## config.mk

```make
export PLATFORM = sky130hd
export DESIGN_NAME = config_loader_flat
export DESIGN_NICKNAME = d
export VERILOG_FILES = /design/src/rtl/config_loader_if.sv /design/src/rtl/config_loader.sv /design/src/flat_wrapper.sv
export SDC_FILE = /design/constraint.sdc
export NUM_CORES = 1
export LEC_CHECK = 0
export ABC_AREA = 1
export BUFFER_PORTS_ARGS = -buffer_cell sky130_fd_sc_hd__buf_2
export CORE_MARGIN = 2
export CORE_UTILIZATION = 25
export DETAILED_ROUTE_END_ITERATION = 8
export GPL_TIMING_DRIVEN = 0
export PLACE_DENSITY = 0.44
export SLEW_MARGIN = 20
export SYNTH_ARGS = -nofsm -noshare
export SYNTH_HDL_FRONTEND = slang
export SYNTH_SLANG_ARGS = --single-unit
```

## constraint.sdc

```tcl
create_clock -name clock -period 1.55 [get_ports clock]
set_input_delay 0.0775 -clock clock [delete_from_list [all_inputs] [get_ports clock]]
set_output_delay 0.0775 -clock clock [all_outputs]
set_load 0.02 [all_outputs]
```

## src/rtl/config_loader_if.sv

```systemverilog
// Host-side word handshake and configuration-chain drive signals for config_loader.
// The host/bench holds the master modport; the loader holds the slave modport.
interface config_loader_if #(
  parameter int WORD_WIDTH   = 8,
  parameter int CHAIN_LENGTH = 524
);
  localparam int COUNT_WIDTH = $clog2(CHAIN_LENGTH + 1);

  logic                   start;
  logic                   word_valid;
  logic [WORD_WIDTH-1:0]  word_data;
  logic                   word_ready;
  logic                   config_enable;
  logic                   config_data;
  logic                   busy;
  logic                   done;
  logic [COUNT_WIDTH-1:0] bit_count;

  modport master (
    output start, word_valid, word_data,
    input  word_ready, config_enable, config_data, busy, done, bit_count
  );

  modport slave (
    input  start, word_valid, word_data,
    output word_ready, config_enable, config_data, busy, done, bit_count
  );
endinterface

```

## src/rtl/config_loader.sv

```systemverilog
// Serialises host words MSB-first into a CHAIN_LENGTH-bit configuration shift chain,
// requesting one word at a time and truncating the final word to the bits still needed.
module config_loader #(
  parameter int CHAIN_LENGTH = 524,
  parameter int WORD_WIDTH   = 8
) (
  input logic            clock,
  input logic            reset,
  config_loader_if.slave bus
);
  localparam int COUNT_WIDTH = $clog2(CHAIN_LENGTH + 1);
  localparam int SHIFT_WIDTH = $clog2(WORD_WIDTH + 1);
  localparam logic [COUNT_WIDTH-1:0] LAST_BIT   = COUNT_WIDTH'(CHAIN_LENGTH - 1);
  localparam logic [SHIFT_WIDTH-1:0] LAST_SHIFT = SHIFT_WIDTH'(WORD_WIDTH - 1);

  typedef enum logic [1:0] {
    IDLE  = 2'd0,
    LOAD  = 2'd1,
    SHIFT = 2'd2,
    DONE  = 2'd3
  } state_t;

  state_t                 state_reg, state_next;
  logic [WORD_WIDTH-1:0]  word_reg, word_next;
  logic [WORD_WIDTH-1:0]  word_shifted;
  logic [COUNT_WIDTH-1:0] bit_count_reg, bit_count_next;
  logic [SHIFT_WIDTH-1:0] shift_count_reg, shift_count_next;

  logic word_ready_next;
  logic config_enable_next;
  logic config_data_next;
  logic busy_next;
  logic done_next;

  // Left shift built bitwise so a single-bit word width needs no special slice.
  genvar gi;
  generate
    for (gi = 0; gi < WORD_WIDTH; gi++) begin : g_shift
      if (gi == 0) begin : g_lsb
        assign word_shifted[gi] = 1'b0;
      end else begin : g_bit
        assign word_shifted[gi] = word_reg[gi-1];
      end
    end
  endgenerate

  always_ff @(posedge clock) begin
    if (reset) begin
      state_reg       <= IDLE;
      word_reg        <= '0;
      bit_count_reg   <= '0;
      shift_count_reg <= '0;
    end else begin
      state_reg       <= state_next;
      word_reg        <= word_next;
      bit_count_reg   <= bit_count_next;
      shift_count_reg <= shift_count_next;
    end
  end

  always_comb begin
    state_next         = state_reg;
    word_next          = word_reg;
    bit_count_next     = bit_count_reg;
    shift_count_next   = shift_count_reg;
    word_ready_next    = 1'b0;
    config_enable_next = 1'b0;
    config_data_next   = 1'b0;
    busy_next          = 1'b0;
    done_next          = 1'b0;

    case (state_reg)
      IDLE, DONE: begin
        done_next = (state_reg == DONE);
        if (bus.start) begin
          state_next     = LOAD;
          bit_count_next = '0;
        end
      end

      LOAD: begin
        word_ready_next = 1'b1;
        busy_next       = 1'b1;
        if (bus.word_valid) begin
          word_next        = bus.word_data;
          shift_count_next = '0;
          state_next       = SHIFT;
        end
      end

      SHIFT: begin
        busy_next          = 1'b1;
        config_enable_next = 1'b1;
        config_data_next   = word_reg[WORD_WIDTH-1];
        word_next          = word_shifted;
        bit_count_next     = bit_count_reg + COUNT_WIDTH'(1);
        shift_count_next   = shift_count_reg + SHIFT_WIDTH'(1);
        // Chain-full check first: the last word may be cut short mid-way.
        if (bit_count_reg == LAST_BIT) begin
          state_next = DONE;
        end else if (shift_count_reg == LAST_SHIFT) begin
          state_next = LOAD;
        end
      end

      default: begin
        state_next = IDLE;
      end
    endcase
  end

  assign bus.word_ready    = word_ready_next;
  assign bus.config_enable = config_enable_next;
  assign bus.config_data   = config_data_next;
  assign bus.busy          = busy_next;
  assign bus.done          = done_next;
  assign bus.bit_count     = bit_count_reg;

endmodule
```

## src/flat_wrapper.sv

```systemverilog
// flat-port wrapper written by rule: the top's interface ports become plain ports
module config_loader_flat 
#(
  parameter int CHAIN_LENGTH = 524,
  parameter int WORD_WIDTH   = 8
)
  (clock, reset, bus_start, bus_word_valid, bus_word_data, bus_word_ready, bus_config_enable, bus_config_data, bus_busy, bus_done, bus_bit_count);
  config_loader_if #(.WORD_WIDTH(WORD_WIDTH), .CHAIN_LENGTH(CHAIN_LENGTH)) bus_i ();
  input logic clock;
  input logic reset;
  input wire logic [$bits(bus_i.start)-1:0] bus_start;
  input wire logic [$bits(bus_i.word_valid)-1:0] bus_word_valid;
  input wire logic [$bits(bus_i.word_data)-1:0] bus_word_data;
  output wire logic [$bits(bus_i.word_ready)-1:0] bus_word_ready;
  output wire logic [$bits(bus_i.config_enable)-1:0] bus_config_enable;
  output wire logic [$bits(bus_i.config_data)-1:0] bus_config_data;
  output wire logic [$bits(bus_i.busy)-1:0] bus_busy;
  output wire logic [$bits(bus_i.done)-1:0] bus_done;
  output wire logic [$bits(bus_i.bit_count)-1:0] bus_bit_count;
  assign bus_i.start = bus_start;
  assign bus_i.word_valid = bus_word_valid;
  assign bus_i.word_data = bus_word_data;
  assign bus_word_ready = bus_i.word_ready;
  assign bus_config_enable = bus_i.config_enable;
  assign bus_config_data = bus_i.config_data;
  assign bus_busy = bus_i.busy;
  assign bus_done = bus_i.done;
  assign bus_bit_count = bus_i.bit_count;
  config_loader #(.CHAIN_LENGTH(CHAIN_LENGTH), .WORD_WIDTH(WORD_WIDTH)) u_core (.clock(clock), .reset(reset), .bus(bus_i));
endmodule
```

==> impl.org <==
** Min path
- Hold Startpoint :: reset
- Worst Hold End :: u_core.shift_count_reg[1]
- The worst hold path was traced through 2 stages.
- Class of the most critical hold timing path :: primary input to flop

** Synthesis
- Count of unique library cells instantiated by Yosys :: 24
- Ys Warns :: 0
- In the synthesized netlist the dominant register cell turns out to be sky130_fd_sc_hd__dfxtp_1.
- Summing the sequential cell areas from Yosys gives 39.4% of the chip area.
- Number of nets in the synthesized netlist :: 192
- Number of enable flip-flop cells after synthesis :: 0
- Synth Register Bits :: 24
- Synthesis produced 175 cells.
- Each instance of the synthesized netlist takes up on average 6.96 µm².
- In the synthesized netlist the async set-or-reset flop fraction comes to 0%.
- After synthesis the cells add up to 1220 µm².

** STA
- Endpoints failing setup :: 0
- Max frequency :: 658 MHz
- Max Clock Skew :: 0.00629 ns
- Setup repair after global routing missed its margin :: yes
- Final max-slew violation count :: 0
- Subtracting the final worst setup slack from the clock period gives 1.52 ns.
- Share of the clock period used by the worst path after layout :: 98.1%
- Max-slew headroom :: 71.0%
- Tightest Pin Transition :: 0.435 ns
- The hold violation total from the final report came to 0.
- Setup total negative slack on the finished layout was measured at 0 ns.

** Flow run
- Max-cap violation count :: 0

** Layout
- The register with the most flip-flops in the layout has 10 of them.
- Area growth from synthesis to layout :: 40.3%
- The repair_antennas step left the layout with diodes totalling 0.
- Share of post-route cells with drive strength above 1 :: 31.6%
- Nets@finish :: 233

** Clocking
- The cell sitting at the root of the clock tree is a sky130_fd_sc_hd__clkbuf_8.
- Clock slew seen by the registers of the worst setup and hold paths :: 0.09 ns
- Clock tree synthesis found a total of 24 sinks.
- Maximum buffer depth of the clock tree :: 2
- TritonCTS built the clock tree.
- CTS HTree Levels :: 1
- The clock reaches the later pin of the worst-skew pair after 0.27 ns.
- Total CTS buffers :: 3

** Global routing
- Entering global routing, the biggest net connects 15 pins.
- In the global route stage, met2 resource usage came out at 17.2%.
- Busiest layer in global routing :: met2
- The via count of the first global-routing pass is 1053.
- Global routing usage summed across all routing layers :: 11.5%
- The first global-routing pass estimated 4910 µm of wire.
- The number of antenna violations at the first check in global routing is 0.
- Remaining Overflow, GRT :: 0
- GR Util met1 :: 16.6%
- Grt met3 use :: 1.51%

** Setup path
- For flop-to-flop paths, the worst setup slack is 0.03 ns.
- Worst Setup Start Kind :: flop
- The number of cells on the worst reg-to-reg path is 11.
- Arrival time at the worst endpoint :: 1.72 ns
- Launch instance of the worst register-to-register path :: u_core.state_reg[0]
- The worst setup path is captured at a flop.
- The worst register-to-register path ends at u_core.bus.bit_count[9].
- Worst endpoint required time :: 1.75 ns
- Max FO, Critical Path :: 7
- Category of the most critical setup path :: flop to flop

** Floorplan
- The die covers 5450 µm².
- Starting density of the core :: 25.8%
- The die is 73.8 µm tall.
- The floorplan step set the die width to 73.8 µm.
- Number of standard-cell rows in the floorplan :: 25
- 27 I/O pins were placed.
- The total area inside the core boundary comes to 4720 µm².

** Placed design
- # port buffers :: 26
- After legalization and detailed placement, the total HPWL measured 2150 µm.
- Routability-driven placement finished with a final weighted congestion of 0.786.

** Routing
- Routed len/inst :: 11.1 µm
- Total routed wirelength :: 3140 µm
- The first TritonRoute pass finished after 4 iterations.
- In the routed design, unresolved DRC markers number 0.
- Initial DRC count :: 49
- Using the TritonRoute via totals, the vias-per-cell ratio works out to 4.32.
- Final ANT Viol Nets :: 0
- For this block, the via count after detailed routing is 1218.

** Status
- Run status :: completed

** Pwr
- Summing internal, switching and leakage power gives 2.95 mW.
- Power density normalized to cell area :: 1730 nW/µm²
- Across the VDD grid, the largest voltage drop is 0.460 mV.
- Leakage power total :: 0.772 nW
[per-stage QoR]
stage          std cells  hold slack, ns  setup slack, ns  instance area (µm²)  util, %
6_report             282          0.0523           0.0296                 1710     36.2
5_1_grt              282          0.0652          -0.0344                 1710     36.2
4_1_cts              275          0.0470           0.0176                 1570     33.2
3_5_place_dp         268           0.349           -0.143                 1450     30.8
3_3_place_gp         268           0.340           -0.143                 1450     30.8
2_1_floorplan        175           0.147          0.00236                 1240        -
[final cells by class]
type                            count  area [µm²]
Buffer                              5        38.8
Clock buffer                        3        41.3
Clock inverter                      1        30.0
Fill cell                         516        3010
Inverter                           21        83.8
Multi-Input combinational cell    124         722
Sequential cell                    24         485
Tap cell                           67        83.8
Timing Repair Buffer               37         225
[logic make-up (layout without fill, tap and decap cells)]
family | count (synthesis) | in the layout | share of synthesized area [%]
flops | 24 | 24 | 39.4
simple gates | 82 | 82 | 28.6
fa+ha+maj | 5 | 5 | 5.13
buf+inv | 27 | 67 | 9.45
compound gates | 37 | 37 | 17.4
[worst max-delay path: stages, from the launching register on]
cell and delay (ns):
sky130_fd_sc_hd__dfxtp_4 0.37, sky130_fd_sc_hd__inv_4 0.06, sky130_fd_sc_hd__ha_4 0.18, sky130_fd_sc_hd__inv_4 0.04, sky130_fd_sc_hd__buf_8 0.12, sky130_fd_sc_hd__nand2_4 0.06, sky130_fd_sc_hd__nand2_4 0.07, sky130_fd_sc_hd__nor2_4 0.16
sky130_fd_sc_hd__nand4_1 0.14, sky130_fd_sc_hd__nand2_1 0.09, sky130_fd_sc_hd__nand2_1 0.05, sky130_fd_sc_hd__nor2_1 0.11
[layout by cell type (no fill, tap or decap), types with 2 or more instances in the layout]
master | synthesis | routed
sky130_fd_sc_hd__o21ai_4 | 1 | 2
sky130_fd_sc_hd__nor2_4 | 0 | 2
sky130_fd_sc_hd__nand3_1 | 6 | 5
sky130_fd_sc_hd__dfxtp_1 | 24 | 22
sky130_fd_sc_hd__and3_1 | 4 | 4
sky130_fd_sc_hd__ha_1 | 5 | 3
sky130_fd_sc_hd__nor2_1 | 17 | 17
sky130_fd_sc_hd__ha_4 | 0 | 2
sky130_fd_sc_hd__buf_4 | 1 | 11
sky130_fd_sc_hd__inv_4 | 0 | 2
sky130_fd_sc_hd__nand2_2 | 0 | 2
sky130_fd_sc_hd__a211oi_1 | 2 | 2
sky130_fd_sc_hd__inv_2 | 1 | 2
sky130_fd_sc_hd__clkbuf_8 | 0 | 3
sky130_fd_sc_hd__buf_2 | 2 | 27
sky130_fd_sc_hd__a31oi_1 | 8 | 8
sky130_fd_sc_hd__o21ai_1 | 3 | 2
sky130_fd_sc_hd__inv_1 | 20 | 17
sky130_fd_sc_hd__nor3_1 | 4 | 3
sky130_fd_sc_hd__nand2_4 | 0 | 3
sky130_fd_sc_hd__o21ai_0 | 11 | 10
sky130_fd_sc_hd__nand2_1 | 45 | 40
sky130_fd_sc_hd__a21oi_1 | 12 | 11
[timing repair]
action	in CTS	in global routing
setup buffers	4	7
pin swaps	3	11
gates resized for setup	9	23
setup endpoints to repair	9	20
hold buffers	0	0
[power by group]
part | total [mW] | internal, mW | leakage [nW] | switching (mW)
clock network | 0.554 | 0.345 | 0.0357 | 0.209
registers | 0.862 | 0.766 | 0.196 | 0.0955
logic | 1.54 | 0.647 | 0.540 | 0.891
total | 2.95 | 1.76 | 0.772 | 1.20
[layer usage]
metal | part of all wire [%] | wire length, µm
met1 | 52 | 1620
met2 | 45 | 1400
met3 | 2.8 | 88
met4 | 1.1 | 34
met5 | 0 | 0
[cell usage after synthesis (2+ instances only)]
master / number / area (µm²)
sky130_fd_sc_hd__a31oi_1: 8 / 50.1
sky130_fd_sc_hd__o21ai_1: 3 / 15.0
sky130_fd_sc_hd__nor3_1: 4 / 20.0
sky130_fd_sc_hd__a211oi_1: 2 / 15.0
sky130_fd_sc_hd__nand3_1: 6 / 30.0
sky130_fd_sc_hd__nor2_2: 2 / 12.5
sky130_fd_sc_hd__nor2_1: 17 / 63.8
sky130_fd_sc_hd__a21oi_1: 12 / 60.1
sky130_fd_sc_hd__clkbuf_1: 2 / 7.51
sky130_fd_sc_hd__buf_2: 2 / 10.0
sky130_fd_sc_hd__nand2_1: 45 / 169
sky130_fd_sc_hd__ha_1: 5 / 62.6
sky130_fd_sc_hd__o21ai_0: 11 / 55.1
sky130_fd_sc_hd__and3_1: 4 / 25.0
sky130_fd_sc_hd__dfxtp_1: 24 / 480
sky130_fd_sc_hd__inv_1: 20 / 75.1
[worst max path at each step]
stage | from | to | slack (ns)
final | u_core.state_reg[0] | u_core.bus.bit_count[9] | 0.03
after global routing | u_core.state_reg[0] | u_core.bus.bit_count[8] | -0.03
after CTS | u_core.state_reg[1] | u_core.state_reg[1] | 0.02
after detailed placement | u_core.state_reg[1] | u_core.bus.bit_count[8] | -0.14
after global placement | u_core.state_reg[1] | u_core.bus.bit_count[8] | -0.14
after floorplan | u_core.state_reg[1] | u_core.bus.bit_count[8] | 0.002
No activity file was read; power rests on OpenSTA's default activity.
